**src/rtl/ppa_sub_seq.sv**
```systemverilog
// ppa_sub_seq: multi-cycle wide unsigned subtractor, D = A - B = A + ~B + 1,
// one SLICE-bit chunk per clock (LSB first) through a P/G prefix slice adder.
// Ports: clk, rst_n (async active-low); in_valid/in_ready + a/b operand input;
// out_valid/out_ready + diff/borrow/zero result output.
// Option: define PPA_SUB_SAT_EN for unsigned saturation (diff=0, zero=1 on borrow).
module ppa_sub_seq #(
    parameter int W     = 64,
    parameter int SLICE = 16
) (
    input  logic         clk,
    input  logic         rst_n,
    input  logic         in_valid,
    output logic         in_ready,
    input  logic [W-1:0] a,
    input  logic [W-1:0] b,
    output logic         out_valid,
    input  logic         out_ready,
    output logic [W-1:0] diff,
    output logic         borrow,
    output logic         zero
);

    localparam int NSLICE = W / SLICE;
    localparam int KW     = (NSLICE > 1) ? $clog2(NSLICE) : 1;
    localparam int LV     = $clog2(SLICE);

    typedef enum logic [1:0] {IDLE, RUN, DONE} state_t;

    state_t          state;
    state_t          state_nxt;
    logic [W-1:0]    a_r;
    logic [W-1:0]    nb_r;
    logic            carry;
    logic [KW-1:0]   k;

    logic [SLICE-1:0] sa;
    logic [SLICE-1:0] sb;
    logic [SLICE-1:0] sum;
    logic [SLICE-1:0] cvec;
    logic             cout;
    logic [SLICE-1:0] gl [0:LV];
    logic [SLICE-1:0] pl [0:LV];
    logic [W-1:0]     diff_nxt;
    logic             accept;
    logic             last;
    logic             release_res;

    assign in_ready    = (state == IDLE);
    assign out_valid   = (state == DONE);
    assign accept      = in_valid && in_ready;
    assign release_res = out_valid && out_ready;
    assign last        = (k == KW'(NSLICE - 1));

    assign sa = a_r[k*SLICE +: SLICE];
    assign sb = nb_r[k*SLICE +: SLICE];

    // Kogge-Stone prefix over the slice; shifted-in lanes use G=0, P=1
    // so positions below the span pass through unchanged.
    always_comb begin
        gl[0] = sa & sb;
        pl[0] = sa ^ sb;
        for (int l = 0; l < LV; l++) begin
            gl[l+1] = gl[l] | (pl[l] & (gl[l] << (1 << l)));
            pl[l+1] = pl[l] & ~(~pl[l] << (1 << l));
        end
    end

    // cvec[i] is the carry out of bit i given the slice carry-in.
    assign cvec = gl[LV] | (pl[LV] & {SLICE{carry}});
    assign sum  = pl[0] ^ {cvec[SLICE-2:0], carry};
    assign cout = cvec[SLICE-1];

    always_comb begin
        diff_nxt = diff;
        diff_nxt[k*SLICE +: SLICE] = sum;
    end

    always_ff @(posedge clk or negedge rst_n) begin
        if (!rst_n) begin
            state <= IDLE;
        end else begin
            state <= state_nxt;
        end
    end

    always_comb begin
        state_nxt = state;
        case (state)
            IDLE:    if (accept) state_nxt = RUN;
            RUN:     if (last) state_nxt = DONE;
            DONE:    if (release_res) state_nxt = IDLE;
            default: state_nxt = IDLE;
        endcase
    end

    always_ff @(posedge clk or negedge rst_n) begin
        if (!rst_n) begin
            a_r    <= '0;
            nb_r   <= '0;
            carry  <= 1'b1;
            k      <= '0;
            diff   <= '0;
            borrow <= 1'b0;
            zero   <= 1'b0;
        end else begin
            if (state == IDLE && accept) begin
                a_r   <= a;
                nb_r  <= ~b;
                carry <= 1'b1;
                k     <= '0;
            end else if (state == RUN) begin
                carry <= cout;
                k     <= k + 1'b1;
                diff  <= diff_nxt;
                if (last) begin
                    borrow <= ~cout;
`ifdef PPA_SUB_SAT_EN
                    if (!cout) begin
                        diff <= '0;
                        zero <= 1'b1;
                    end else begin
                        zero <= (diff_nxt == '0);
                    end
`else
                    zero <= (diff_nxt == '0);
`endif
                end
            end
        end
    end

endmodule

```
**config.mk**
```make
export PLATFORM = sky130hd
export DESIGN_NAME = ppa_sub_seq
export DESIGN_NICKNAME = d
export VERILOG_FILES = /design/src/rtl/ppa_sub_seq.sv
export SDC_FILE = /design/constraint.sdc
export NUM_CORES = 1
export LEC_CHECK = 0
export CAP_MARGIN = 30
export CORE_UTILIZATION = 52
export CTS_CLUSTER_DIAMETER = 40
export DETAILED_ROUTE_END_ITERATION = 7
export PLACE_DENSITY = 0.8
export SLEW_MARGIN = 20
export SYNTH_ARGS = -nofsm -noshare
export SYNTH_HDL_FRONTEND = slang
export SYNTH_SLANG_ARGS = --single-unit
export TNS_END_PERCENT = 100
```
**constraint.sdc**
```tcl
create_clock -name clk -period 5.2 [get_ports clk]
set_input_delay 0.52 -clock clk [delete_from_list [all_inputs] [get_ports clk]]
set_output_delay 0.52 -clock clk [all_outputs]
set_load 0.03 [all_outputs]
```
== After elaboration in Yosys (flattened, before gate mapping) ==
Cells that the tools add are included.

* Register bits after elaboration: 199
* Output and inout port bits: 68
* Logic and storage cells: 66

* Reductions and logical operators: 9
* Bitwise gates (word level): 28
* Eq/ne operators: 6
* Add/subtract/negate cells: 2
* Mux-type cells: 9
* Shift-type cells: 4

{| class="wikitable"
|+ Operator list
! operator !! number
|-
| $and A16 B16 Y16 || 10
|-
| $shiftx A64 B7 Y16 || 2
|-
| $or A16 B16 Y16 || 5
|-
| $bwmux W64 || 1
|-
| $logic_not A64 Y1 || 1
|-
| $not A16 Y16 || 4
|-
| $not A64 Y64 || 1
|-
| $shift A16 B34 Y64 const A || 1
|-
| $shiftx A16 B34 Y64 || 1
|-
| $neg A6 Y34 || 1
|-
| $xor A16 B16 Y16 || 2
|-
| $not A15 Y15 || 1
|-
| $not A14 Y14 || 1
|-
| $not A12 Y12 || 1
|-
| $mux W2 || 5
|-
| $not A8 Y8 || 1
|-
| $pmux W2 S3 || 1
|-
| $reduce_and A3 Y1 || 2
|-
| $eq A2 B2 Y1 const B || 2
|-
| $ne A2 B1 Y1 const B || 2
|-
| $logic_and A1 B1 Y1 || 3
|-
| $add A2 B1 Y2 const B || 1
|-
| $eq A2 B1 Y1 const B || 1
|-
| $logic_not A2 Y1 || 1
|-
| other kinds (5) || 7
|}

== Longest topological paths before layout ==
Gate-level depths: netlist of run 1.

* Word-level depth: 20
* Gate-level depth with buffers: 13
* Mapped depth without buffers: 10

== Worst setup path before layout of run 1 ==
OpenSTA, ideal clock, no wires.

* Path kind: register to register
* Start: reg k[0]
* End: reg zero
* Setup slack: 1.170 ns
* Stages on the path, launching flop included: 14
* Arrival: 3.935 ns
* Required time: 5.105 ns
* Cell sequence: dfrtp_1 buf_4 buf_1 mux4_2 ha_1 clkbuf_2 nand4_1 o221ai_4 a21boi_1 xnor2_1 or3_1 a2111oi_2 o2111ai_1 o31ai_1

* Word-level cells in the longest chain between the ends: 18

{| class="wikitable"
|+ RTL lines
! element !! RTL line !! RTL
|-
| start: declaration || 34 || <nowiki>logic [KW-1:0] k;</nowiki>
|-
| start signal: assignment || 113 || <nowiki>k <= k + 1'b1;</nowiki>
|-
| parallel branches: the longest is 18 deep, another holds $shiftx A64 B7 Y16 || - ||
|-
| end signal: assignment || 125 || <nowiki>zero <= (diff_nxt == '0);</nowiki>
|-
| end: declaration || 20 || <nowiki>output logic zero</nowiki>
|}

Parallel ways; which one is timed is not known.
A chain may end at the register's enable or synchronous reset.

== Worst setup path after layout of run 1 ==
Same ends and word-level chain as after synthesis.

==> results of run 1 <==
worst register-to-register path: cells and delay by family, from the launching register on:
kind / cells / cell delay (ns)
adder cells (fa/ha/maj): 1 / 0.44
multiplexers: 1 / 0.66
flip-flops: 1 / 0.93
AO/OA/AOI/OAI: 7 / 1.66
XOR/XNOR: 1 / 0.54
how the worst min path moves through the flow:
| stage | startpoint | endpoint | slack, ns | cells after the start |
|---|---|---|---|---|
| finish | rst_n | a_r[13] | 0.01 | 1 |
| global route | rst_n | a_r[20] | 0.03 | 1 |
| CTS | rst_n | a_r[13] | 0.26 | 1 |
| detailed placement | a_r[43] | a_r[43] | 0.46 | 2 |
| global placement | a_r[43] | a_r[43] | 0.45 | 2 |
| floorplan | rst_n | a_r[0] | 0.22 | 0 |
registers in the layout, indices dropped and copies added, names as in the netlist:
| signal | flops |
|---|---|
| a_r | 64 |
| borrow | 1 |
| carry | 1 |
| diff | 64 |
| k | 2 |
| nb_r | 64 |
| state | 2 |
| zero | 1 |
final cells by class:
class	instances	area, um^2
Clock buffer	17	425
Timing Repair Buffer	217	2190
Sequential cell	199	4980
Multi-Input combinational cell	672	4280
Fill cell	1319	5500
Clock inverter	15	206
Tap cell	229	287
Inverter	8	30.0
Yosys cell counts, drive strengths merged (2+ instances only):
master,instances,area [um^2]
nand2,304,1140
dfrtp,198,4950
o21ai,93,465
a22o,49,429
clkbuf,39,148
mux4,32,721
ha,23,288
nor2,23,86.3
a21oi,15,97.6
buf,13,52.6
nor4,11,68.8
a21o,8,60.1
inv,8,30.0
nand3,7,35.0
xnor2,7,68.8
o22ai,6,43.8
xor2,6,52.6
a211oi,5,37.5
nand2b,5,31.3
nand4,5,31.3
nor2b,5,31.3
nor3,5,25.0
or4,5,37.5
and2,4,25.0
and3,4,25.0
o31ai,4,30.0
or3,4,25.0
a311oi,3,26.3
o221ai,3,43.8
a2111oi,2,30.0
a31o,2,17.5
o21a,2,15.0
o21bai,2,15.0
o32ai,2,17.5
or4b,2,20.0
cell families after synthesis:
group / Yosys count / share of synthesized area
AO/OA/AOI/OAI: 208 / 0.151
XOR/XNOR: 13 / 0.0128
adder cells (fa/ha/maj): 24 / 0.0325
buffers and inverters: 60 / 0.0243
flip-flops: 199 / 0.525
multiplexers: 34 / 0.0782
AND/OR/NAND/NOR: 393 / 0.176
stage by stage:
| step | setup WS (ns) | instances | hold WS, ns | instance area, um^2 |
|---|---|---|---|---|
| 2_1_floorplan | 1.17 | 931 | 0.224 | 9490 |
| 3_3_place_gp | 0.944 | 1323 | 0.454 | 11700 |
| 3_5_place_dp | 0.838 | 1324 | 0.457 | 11700 |
| 4_1_cts | 0.793 | 1356 | 0.258 | 12400 |
| 5_1_grt | 0.489 | 1357 | 0.0332 | 12400 |
| 6_report | 0.875 | 1357 | 0.00986 | 12400 |
cells in the final DEF, fill, tap and decap left out, types with 6 or more instances in the layout:
master	instances
buf_4	14
xnor2_1	6
clkdlybuf4s50_1	198
o21ai_1	11
nand2_1	302
nor4_1	11
ha_1	23
nand3_1	7
nor2_1	23
clkbuf_16	17
inv_1	8
a21o_1	8
o21ai_0	82
xor2_1	6
a22o_1	49
a21oi_1	11
mux4_2	32
dfrtp_1	197
metal layers:
metal,global-route usage,vias up
met2,0.535,315
met5,0,-
met1,0.397,3901
li1,-,3671
met4,0.126,0
met3,0.0478,58
==> results.tsv, run 1 <==
metric	value	unit
io_buffers	199	
tightest_slew	0.932	ns
met3_length	1460	um
setup_viol_count_final	0	
cts.sinks	199	
grt_max_degree	196	
slowest_delay	0.93	ns
fin_crit	4.32	ns
fmax	231	MHz
grt_pass1_wl	43200	um
first_pass_iters	5	
wl_per_cell	20.0	um
crit_family	compound AO/OA/AOI/OAI gates	
synth_cell_types	69	
finalNetCount	1271	
start_util	0.530	
syn_nets	1087	
hold_viol	0	
crit_type	reg2reg	
routabilityCongestion	0.926	
cts_buffers	17	
slew_headroom	0.377	
endpoint	zero	
crit_path_end_kind	flop	
slew_violations	0	
async_reset_ff_frac	1.00	
crit_buf_inv	0	
drc	0	
htreeDepth	4	
yosysWarnings	0	
syn2layout_area_growth	30.7	%
cp.arrival	4.67	ns
synth_area_per_cell	10.2	um^2
cpMaxStageDelayCell	dfrtp_2	
vias	7945	
cts_root_buffer	clkbuf_16	
die-area	18800	um^2
layout-drive-gt1-share	0.0895	
cts_resized	0	
ys_seq_elements	199	
syn_inst	931	
fin_skew	0.0168	ns
gr-total-overflow	0	
worst-path-stages	10	
cts_setup_buffers	0	
reg2reg_setup_slack	0.88	ns
routed_wl	27200	um
routed.top_layer	met4	
vias_per_cell	5.85	
path_cells	mux4_2 -> ha_1 -> a21oi_4 -> a21oi_1 -> o22ai_2 -> xor2_1 -> o32ai_1 -> a2111oi_2 -> o2111ai_1 -> o31ai_1	
synth_edf_count	0	
core	17900	um^2
reg2reg_from	k[0]	
crit_fanout	27	
r2r_cells	10	
cts_tree	yes	
die_y	137	um
cts_buffer_depth	2	
route.met2.wl	13900	um
cp-start-kind	flop	
rsz0062_at_grt	false	
grt_pass1_vias	7861	
pin_count	200	
die_x	137	um
max-cap-violations	0	
row_count	49	
fin_crit_sh	0.832	
drt_iter0_drc	691	
clk_latency	0.45	ns
r2r_end	zero	
clkSlewWorstSetupHoldPaths	0.07	ns
timing.critical_path.from	k[0]	
required	5.55	ns
antenna_left	0	
hp-class	in2async	
dp_hpwl	20300	um
ys_seq_area_frac	0.525	
synth_ff_type	dfrtp_1	
antennaDiodeCount	0	
grtUsageTotal	0.312	
fin_setup_tns	0	ns
wl_met1	10900	um
cts_hold_buf	0	
syn-cell-area	9490	um^2
final_util	0.693	
status	complete, no violations	
antenna_found_initial	0	
Power of run 1 is left out: the tool's default activity adds up to more than one toggle a clock period on the data nets, which glitch-free logic cannot reach.
==> run 2, diff against run 1 <==
Settings changed: CORE_UTILIZATION 52 to 47, PLACE_DENSITY 0.8 to 0.76.
Clock period 5.2 ns to 3.6 ns, I/O delays scaled along.
==> results.tsv, run 2 (synthesized netlist as in run 1, its figures left out) <==
metric	value	unit	change
vias_per_cell	5.63		-3.8%
crit_fanout	4		-85%
cts_buffer_depth	2		unchanged
pin_count	200		unchanged
clkSlewWorstSetupHoldPaths	0.08	ns	about the same
layout-drive-gt1-share	0.165		+0.0757
fin_crit	3.52	ns	-0.807 ns
die_y	144	um	+5.1%
reg2reg_setup_slack	0.08	ns	-0.79 ns
tightest_slew	0.831	ns	-0.101 ns
clk_latency	0.45	ns	about the same
core	19700	um^2	+9.8%
drc	0		unchanged
fmax	284	MHz	+23%
required	3.95	ns	-1.60 ns
fin_crit_sh	0.977		+0.146
die-area	20800	um^2	+10%
postPlaceCellArea	12100	um^2	+3.3%
first_pass_iters	5		unchanged
reg2reg_from	k[0]		
syn2layout_area_growth	39.0	%	
r2r_cells	14		+4
reg.largest.list	a_r x64, diff x64, nb_r x64		
antenna_left	0		unchanged
layout_commonest_cell	nand2_1		
row_count	51		+4.1%
crit_type	reg2reg		
cts_root_buffer	clkbuf_16		
drt_iter0_drc	481		-30%
cts_tree	yes		
hp-class	in2async		
antennaDiodeCount	0		unchanged
grt_pass1_vias	8090		+2.9%
grt_max_degree	124		-37%
path_cells	buf_4 -> mux4_2 -> buf_4 -> ha_4 -> buf_4 -> a21oi_4 -> o221ai_4 -> buf_4 -> o22ai_4 -> xor2_1 -> o32ai_1 -> a2111oi_2 -> o2111ai_1 -> o31ai_1		
setup_viol_count_final	0		unchanged
r2r_end	zero		
slew_headroom	0.444		+0.0674
grt_pass1_wl	45000	um	+4.2%
status	complete, no violations		
final_cells	1451		+6.9%
fin_skew	0.0142	ns	-0.00252 ns
start_util	0.483		-0.0472
grtUsageTotal	0.293		-0.0190
wl_per_cell	20.1	um	+0.15%
final_area	13200	um^2	+6.3%
cts.sinks	199		unchanged
rsz0062_at_grt	true		
crit_buf_inv	4		+4
finalNetCount	1330		+4.6%
cp.arrival	3.87	ns	-0.80 ns
slew_violations	0		unchanged
gr-total-overflow	0		unchanged
htreeDepth	4		unchanged
vias	8169		+2.8%
cpMaxStageDelayCell	mux4_2		
crit_path_end_kind	flop		
io_buffers	199		unchanged
dp_hpwl	21500	um	+5.9%
numPlacedInstances	1402		+5.9%
crit_top_cell	buf_4		
routed_wl	29100	um	+7.1%
antenna_found_initial	0		unchanged
cts_buffers	17		unchanged
crit_family	compound AO/OA/AOI/OAI gates		
max-cap-violations	0		unchanged
routabilityCongestion	0.900		-2.7%
die_x	144	um	+5.1%
slowest_delay	0.56	ns	-0.37 ns
final_util	0.671		-0.0218
mostFrequentLayoutCells	302 x nand2_1, 198 x clkdlybuf4s50_1, 197 x dfrtp_1		
cp-start-kind	flop		
hold_viol	0		unchanged
run 2: per-stage QoR:
stage	worst slack (ns)	hold slack [ns]	setup TNS, ns
floorplan	0.0388	0.0644	0
global route	-0.105	0.416	-0.129
CTS	0.00643	0.110	0
detailed placement	-0.101	0.461	-0.101
finish	0.0817	0.373	0
global placement	-0.0102	0.455	-0.0102
run 2: metal layers:
metal,GRT usage,vias up,part of all wire
li1,-,3779,-
met1,0.384,4029,0.42
met2,0.502,313,0.50
met3,0.0487,48,0.056
met4,0.0829,0,0.022
met5,0,-,0
run 2: timing repair:
action | in CTS | in global routing
endpoints found under the setup margin | 1 | 7
buffers inserted | 2 | 14
pin swaps | 1 | 20
gates resized for setup | 4 | 49
hold buffers | 0 | 1
hold endpoints to repair | 0 | 32
run 2: final cells by class:
class	instances	area [um^2]
flip-flops and latches	199	4980
fillers	1584	6470
repair buffers	276	2690
multi-input cells	672	4570
clock inverters	13	145
clock buffers	18	439
well taps	265	332
inverters	8	30.0
run 2: worst max-delay path by stage:
stage / startpoint / slack, ns / endpoint / cells after the start
floorplan: k[1] / 0.04 / zero / 12
global placement: k[0] / -0.01 / zero / 12
detailed placement: k[0] / -0.10 / zero / 13
CTS: k[0] / 0.006 / zero / 12
global route: k[0] / -0.10 / zero / 14
finish: k[0] / 0.08 / zero / 14
run 2: worst reg2reg max path, cell delays in order, from the launching register on:
cell and delay [ns]:
dfrtp_2 0.40, buf_4 0.14, mux4_2 0.56, buf_4 0.17
ha_4 0.22, buf_4 0.15, a21oi_4 0.21, o221ai_4 0.16
buf_4 0.18, o22ai_4 0.17, xor2_1 0.22, o32ai_1 0.11
a2111oi_2 0.35, o2111ai_1 0.15, o31ai_1 0.24
Power of run 2 is left out for the same reason.
